### src/rtl/tristate_bus_arbiter_pkg.sv
// Shared types, defaults and helpers for the tristate bus arbiter family.
package tristate_arb_pkg;

    localparam int unsigned DEF_N_REQ      = 4;
    localparam int unsigned DEF_TURNAROUND = 1;
    localparam int unsigned DEF_MAX_HOLD   = 8;

    // Widest requester vector supported by the helpers below
    localparam int unsigned MAX_REQ = 16;
    localparam int unsigned IDX_W   = 4;

    typedef enum logic [1:0] {
        IDLE  = 2'd0,
        GRANT = 2'd1,
        TURN  = 2'd2
    } arb_state_t;

    function automatic logic [MAX_REQ-1:0] onehot_idx(input logic [IDX_W-1:0] idx);
        logic [MAX_REQ-1:0] vec;
        vec      = '0;
        vec[idx] = 1'b1;
        return vec;
    endfunction

endpackage

### src/rtl/tristate_bus_arbiter_if.sv
// Request/ownership signals between requesters and the tristate bus arbiter.
interface tristate_bus_arbiter_if
    import tristate_arb_pkg::*;
#(
    parameter int unsigned N_REQ = DEF_N_REQ
);
    localparam int unsigned OW = (N_REQ > 1) ? $clog2(N_REQ) : 1;

    logic [N_REQ-1:0] req;
    logic [N_REQ-1:0] grant;
    logic [N_REQ-1:0] drive_en;
    logic [OW-1:0]    owner;
    logic             busy;
    logic             preempt;

    modport master (input req, output grant, drive_en, owner, busy, preempt);
    modport slave  (output req, input grant, drive_en, owner, busy, preempt);

endinterface

### src/rtl/tristate_bus_arbiter_rr_pick.sv
// Combinational round-robin picker: first set request at or after rr_ptr, wrapping.
module rr_pick #(
    parameter int unsigned N_REQ = 4,
    parameter int unsigned IW    = (N_REQ > 1) ? $clog2(N_REQ) : 1
) (
    input  logic [N_REQ-1:0] req,
    input  logic [IW-1:0]    rr_ptr,
    output logic             valid,
    output logic [IW-1:0]    idx
);

    int unsigned j;

    always_comb begin
        valid = 1'b0;
        idx   = '0;
        j     = 0;
        for (int unsigned i = 0; i < N_REQ; i++) begin
            j = (32'(rr_ptr) + i) % N_REQ;
            if (!valid && req[IW'(j)]) begin
                valid = 1'b1;
                idx   = IW'(j);
            end
        end
    end

endmodule

### src/rtl/tristate_bus_arbiter.sv
// Round-robin owner arbiter for a shared tristate bus with turnaround gaps.
// Optional hold-timeout preemption is built when TRISTATE_ARB_TIMEOUT_EN is defined.
module tristate_bus_arbiter
    import tristate_arb_pkg::*;
#(
    parameter int unsigned N_REQ      = DEF_N_REQ,
    parameter int unsigned TURNAROUND = DEF_TURNAROUND,
    parameter int unsigned MAX_HOLD   = DEF_MAX_HOLD
) (
    input logic                   clock,
    input logic                   reset_n,
    tristate_bus_arbiter_if.master bus
);

    localparam int unsigned IW = (N_REQ > 1) ? $clog2(N_REQ) : 1;
    localparam int unsigned TW = $clog2(TURNAROUND + 1);

    arb_state_t       state_q, state_n;
    logic [IW-1:0]    owner_q, owner_n;
    logic [IW-1:0]    ptr_q, ptr_n;
    logic [IW-1:0]    pick_idx;
    logic             pick_valid;
    logic [N_REQ-1:0] grant_q, grant_n;
    logic [N_REQ-1:0] own_vec;
    logic             busy_q, busy_n;
    logic [TW-1:0]    turn_q, turn_n;

`ifdef TRISTATE_ARB_TIMEOUT_EN
    localparam int unsigned HW = $clog2(MAX_HOLD + 1);
    logic [HW-1:0]    hold_q, hold_n;
    logic             preempt_q, preempt_n;
    logic             others;
`endif

    rr_pick #(.N_REQ(N_REQ), .IW(IW)) u_pick (
        .req    (bus.req),
        .rr_ptr (ptr_q),
        .valid  (pick_valid),
        .idx    (pick_idx)
    );

    assign own_vec = N_REQ'(onehot_idx(IDX_W'(owner_q)));
`ifdef TRISTATE_ARB_TIMEOUT_EN
    assign others  = |(bus.req & ~own_vec);
`endif

    // State, counters and output registers
    always_ff @(posedge clock or negedge reset_n) begin
        if (!reset_n) begin
            state_q   <= IDLE;
            owner_q   <= '0;
            ptr_q     <= '0;
            grant_q   <= '0;
            busy_q    <= 1'b0;
            turn_q    <= '0;
`ifdef TRISTATE_ARB_TIMEOUT_EN
            hold_q    <= '0;
            preempt_q <= 1'b0;
`endif
        end else begin
            state_q   <= state_n;
            owner_q   <= owner_n;
            ptr_q     <= ptr_n;
            grant_q   <= grant_n;
            busy_q    <= busy_n;
            turn_q    <= turn_n;
`ifdef TRISTATE_ARB_TIMEOUT_EN
            hold_q    <= hold_n;
            preempt_q <= preempt_n;
`endif
        end
    end

    // Next state and next registered outputs; a new winner is taken from IDLE or the last TURN cycle
    always_comb begin
        state_n   = state_q;
        owner_n   = owner_q;
        ptr_n     = ptr_q;
        grant_n   = '0;
        busy_n    = 1'b0;
        turn_n    = turn_q;
`ifdef TRISTATE_ARB_TIMEOUT_EN
        hold_n    = hold_q;
        preempt_n = 1'b0;
`endif
        unique case (state_q)
            IDLE: begin
                if (pick_valid) begin
                    state_n = GRANT;
                    owner_n = pick_idx;
                    grant_n = N_REQ'(onehot_idx(IDX_W'(pick_idx)));
                    busy_n  = 1'b1;
                    ptr_n   = IW'((32'(pick_idx) + 32'd1) % N_REQ);
`ifdef TRISTATE_ARB_TIMEOUT_EN
                    hold_n  = '0;
`endif
                end
            end
            GRANT: begin
                busy_n = 1'b1;
                if (!bus.req[owner_q]) begin
                    state_n = TURN;
                    owner_n = '0;
                    turn_n  = '0;
                end
`ifdef TRISTATE_ARB_TIMEOUT_EN
                else if ((hold_q == HW'(MAX_HOLD - 1)) && others) begin
                    state_n   = TURN;
                    owner_n   = '0;
                    turn_n    = '0;
                    preempt_n = 1'b1;
                end
`endif
                else begin
                    grant_n = own_vec;
`ifdef TRISTATE_ARB_TIMEOUT_EN
                    if (hold_q != HW'(MAX_HOLD)) hold_n = hold_q + HW'(1);
`endif
                end
            end
            TURN: begin
                busy_n = 1'b1;
                if (turn_q == TW'(TURNAROUND - 1)) begin
                    if (pick_valid) begin
                        state_n = GRANT;
                        owner_n = pick_idx;
                        grant_n = N_REQ'(onehot_idx(IDX_W'(pick_idx)));
                        ptr_n   = IW'((32'(pick_idx) + 32'd1) % N_REQ);
`ifdef TRISTATE_ARB_TIMEOUT_EN
                        hold_n  = '0;
`endif
                    end else begin
                        state_n = IDLE;
                        busy_n  = 1'b0;
                    end
                end else begin
                    turn_n = turn_q + TW'(1);
                end
            end
            default: state_n = IDLE;
        endcase
    end

    assign bus.grant    = grant_q;
    assign bus.drive_en = grant_q;
    assign bus.owner    = owner_q;
    assign bus.busy     = busy_q;
`ifdef TRISTATE_ARB_TIMEOUT_EN
    assign bus.preempt  = preempt_q;
`else
    assign bus.preempt  = 1'b0;
`endif

endmodule

### src/flat_wrapper.sv
// flat-port wrapper written by rule: the top's interface ports become plain ports
module tristate_bus_arbiter_flat import tristate_arb_pkg::*;
#(
    parameter int unsigned N_REQ      = DEF_N_REQ,
    parameter int unsigned TURNAROUND = DEF_TURNAROUND,
    parameter int unsigned MAX_HOLD   = DEF_MAX_HOLD
)
  (clock, reset_n, bus_req, bus_grant, bus_drive_en, bus_owner, bus_busy, bus_preempt);
  tristate_bus_arbiter_if #(.N_REQ(N_REQ)) bus_i ();
  input logic clock;
  input logic reset_n;
  input wire logic [$bits(bus_i.req)-1:0] bus_req;
  output wire logic [$bits(bus_i.grant)-1:0] bus_grant;
  output wire logic [$bits(bus_i.drive_en)-1:0] bus_drive_en;
  output wire logic [$bits(bus_i.owner)-1:0] bus_owner;
  output wire logic [$bits(bus_i.busy)-1:0] bus_busy;
  output wire logic [$bits(bus_i.preempt)-1:0] bus_preempt;
  assign bus_i.req = bus_req;
  assign bus_grant = bus_i.grant;
  assign bus_drive_en = bus_i.drive_en;
  assign bus_owner = bus_i.owner;
  assign bus_busy = bus_i.busy;
  assign bus_preempt = bus_i.preempt;
  tristate_bus_arbiter #(.N_REQ(N_REQ), .TURNAROUND(TURNAROUND), .MAX_HOLD(MAX_HOLD)) u_core (.clock(clock), .reset_n(reset_n), .bus(bus_i));
endmodule
### config.mk
export PLATFORM = sky130hd
export DESIGN_NAME = tristate_bus_arbiter_flat
export DESIGN_NICKNAME = d
export VERILOG_FILES = /design/src/rtl/tristate_bus_arbiter_pkg.sv /design/src/rtl/tristate_bus_arbiter_if.sv /design/src/rtl/tristate_bus_arbiter_rr_pick.sv /design/src/rtl/tristate_bus_arbiter.sv /design/src/flat_wrapper.sv
export SDC_FILE = /design/constraint.sdc
export NUM_CORES = 1
export LEC_CHECK = 0
export ABC_AREA = 0
export CAP_MARGIN = 10
export CORE_MARGIN = 4
export CORE_UTILIZATION = 35
export CTS_CLUSTER_DIAMETER = 30
export DETAILED_ROUTE_END_ITERATION = 12
export GPL_ROUTABILITY_DRIVEN = 0
export PLACE_DENSITY = 0.67
export REMOVE_ABC_BUFFERS = 1
export SYNTH_ARGS = -nofsm -noshare
export SYNTH_HDL_FRONTEND = slang
export SYNTH_SLANG_ARGS = --single-unit
### constraint.sdc
create_clock -name clock -period 1.9 [get_ports clock]
set_input_delay 0.285 -clock clock [delete_from_list [all_inputs] [get_ports clock]]
set_output_delay 0.285 -clock clock [all_outputs]
set_load 0.1 [all_outputs]
==> results by group <==
Route
  – DR iter-0 viols: 10
  – Via count: ~570
  – Drt pass-1 iters: 4
  – DRT Wirelength: approximately 1500 um
  – WL per Instance: 13.16 um
  – Vias per cell: between 4 and 5
  – DRC: 0
  – ANT nets after route: 0

STA
  – Setup Viol. Count Final: 0
  – RSZ-0062 raised after global routing: false
  – F_max: ~570 MHz
  – Sum Neg Setup Slack: 0 ps
  – Final Hold Fails: 0
  – Final period util: 93.04%
  – Fin. max-slew vios: 0
  – Fin crit period: 1768 ps
  – Layout Skew: around 0.28 ps

Clock tree
  – Clk Latency, worst-skew pair: around 260 ps
  – H-tree depth: 1
  – CTS Buf Count: 3
  – Root Buffer: clkbuf_4
  – # clock sinks: 11
  – Clk slew on worst S/H paths: roughly 60 ps
  – Clock Tree Buf Depth: 2
  – CTS tree: built
  – Post-CTS setup buffer count: 0

Die
  – Starting Density: between 30% and 40%
  – Core Rows: 16
  – Die Span Y: 53.42 um
  – Die area: approximately 2900 um2
  – # IOs: 18
  – Die X: roughly 53 um
  – Placeable Area: between 1500 and 2000 um2

Final layout
  – Nets: 100
  – Final Non-Filler Cells: ~120
  – Layout cells sized above 1: ~36%
  – Final core utilization: around half
  – Diodes inserted: 0
  – Fin area: approximately 960 um2
  – Number of fill cells: 191
  – Synthesis-to-layout area growth: 32.93%

Global route
  – GRT busiest layer: met2
  – Initial antenna violation count: 0
  – Largest net degree at the start of global routing: 12
  – First-pass GRT wire length: 2518 um
  – GR Layer Usage met2: 19.80%
  – GRT Residual Overflow: 0
  – Vias in the first global route: 556
  – Met3 usage: between 5 and 6%
  – Met1 usage: ~15%
  – GRT Total Usage: between 10% and 20%

Synthesis
  – Synth top area share: between 30% and 40%
  – EDFF count, synth: 0
  – Area leader, netlist: dfrtp_1
  – Cells after Synth: 67
  – Post-synthesis mux area share: 8.319%
  – Simple-gate share of the synthesized area: 19.24%
  – Top cells by area, synth: dfrtp_1 (38%), ha_1 (6.9%), a32o_1 (5.5%)
  – Main combinational cell family by area after synthesis: simple AND/OR/NAND/NOR gates
  – Yosys reg bits: 11
  – Xor and xnor fraction of the mapped netlist area: 0%
  – Most numerous cell in the Yosys netlist: dfrtp_1
  – Complex-gate fraction of the synthesized area: about 18%
  – Post-synthesis sequential area ratio: a little under two fifths
  – Synth warn: 0
  – Synth async-reset ratio: between 90% and 100%
  – Commonest cells post-synth: dfrtp_1 (11), buf_4 (5), nand2b_1 (5)
  – Post-synth cell types: 33
  – Syn avg cell area: between 10 and 15 um2
  – Post-Synth Adder-Cell Area: under 10%
  – Mapped Area: 721.9 um2
  – Ys flop type: dfrtp_1

Setup path
  – Worst Path Max Fanout: 4
  – CP Launch Type: input port
  – Crit. End Element: flip-flop
  – CP arrival: between 1500 and 2000 ps
  – Kind of critical path: input port to flip-flop
  – Worst Path Required: slightly above 2000 ps

Place
  – Post-detail-place hpwl: around 1200 um
  – IO buf count: 16
  – DP Cell Count: 112
  – Area after DPL: between 900 and 1000 um2

Status
  – Status: finished clean

Run
  – Max Cap Violations: 0

Min path
  – Hold crit path type: input port to asynchronous set/reset pin
## layout make-up
type	count	area [um2]	share of cell area, %
clock buffer	4	26.28	2.738
inverter	3	11.26	1.173
timing repair buffer	25	225.2	23.47
sequential	11	275.3	28.68
multi-input combinational	46	387.9	40.42
tap	27	33.78	3.520
## per-layer routing
layer | share of wire, % | routed length [um] | vias to the layer above
li1 | - | - | 289
met1 | 44 | 671 | 266
met2 | 49 | 747 | 18
met3 | 7.1 | 108 | 0
met4 | 0 | 0 | 0
met5 | 0 | 0 | -
## per-stage QoR
step	setup slack (ps)	hold WS, ps
after CTS	147.3	353.4
after global routing	49.29	368.5
after floorplan	-65.27	-10.59
final	132.2	345.6
after detailed placement	-125.5	606.3
after global placement	-118.3	621.1
## sequential cells by signal, indices dropped and copies added (netlist names)
name / flops
u_core.state_q: 2
u_core.ptr_q: 2
u_core.bus.drive_en: 4
u_core.bus.owner: 2
u_core.bus.busy: 1
## cell usage in the layout, fill, tap and decap left out, drive strengths merged
cell type and count:
buf 20, dfrtp 11, nand2b 5, clkdlybuf4s50 5, nor2 5, a32o 4
ha 4, clkbuf 4, a21oi 3, inv 3, mux2 3, nand2 2
o221ai 2, nand4bb 1, nand4b 1, and2 1, nor3b 1, or3 1
and3 1, nor4 1, nor3 1, or2 1, a21boi 1, o21bai 1
o41a 1, o41ai 1, o21ai 1, a32oi 1, mux4 1, a31o 1
conb 1
## what timing repair did
item,in CTS,in global routing
resized for setup,0,1
hold buffers,0,0
setup endpoints to repair,0,1
## cells by family (layout without fill, tap and decap cells)
family / count (synthesis) / after routing
simple gates: 21 / 21
buf+inv: 10 / 32
mux: 4 / 4
other cells: 1 / 1
compound gates: 16 / 16
fa+ha+maj: 4 / 4
flops: 11 / 11
## worst paths after layout
path,startpoint,endpoint,slack [ps],cells past startpoint
worst max-delay path,bus_req[0],u_core.ptr_q[1]$_DFFE_PN0P_,130,6
worst min-delay path,reset_n,u_core.bus.drive_en[3]$_DFF_PN0_,350,1
worst max register to register,u_core.ptr_q[1]$_DFFE_PN0P_,u_core.ptr_q[1]$_DFFE_PN0P_,200,5
worst min register to register,u_core.state_q[1]$_DFFE_PN0P_,u_core.state_q[1]$_DFFE_PN0P_,620,2
max in group asynchronous,reset_n,u_core.ptr_q[0]$_DFFE_PN0P_,1230,1
min in group clock,u_core.state_q[1]$_DFFE_PN0P_,u_core.state_q[1]$_DFFE_PN0P_,620,2
## worst max-delay path: stages
cell	delay (ps)
clkdlybuf4s50_1	480
a21oi_1	230
nor3b_2	80
nor3_1	300
ha_1	290
mux2_4	250
Power is not shown: default switching activity piles up to over one toggle a cycle in this logic, so the estimate is an artifact.
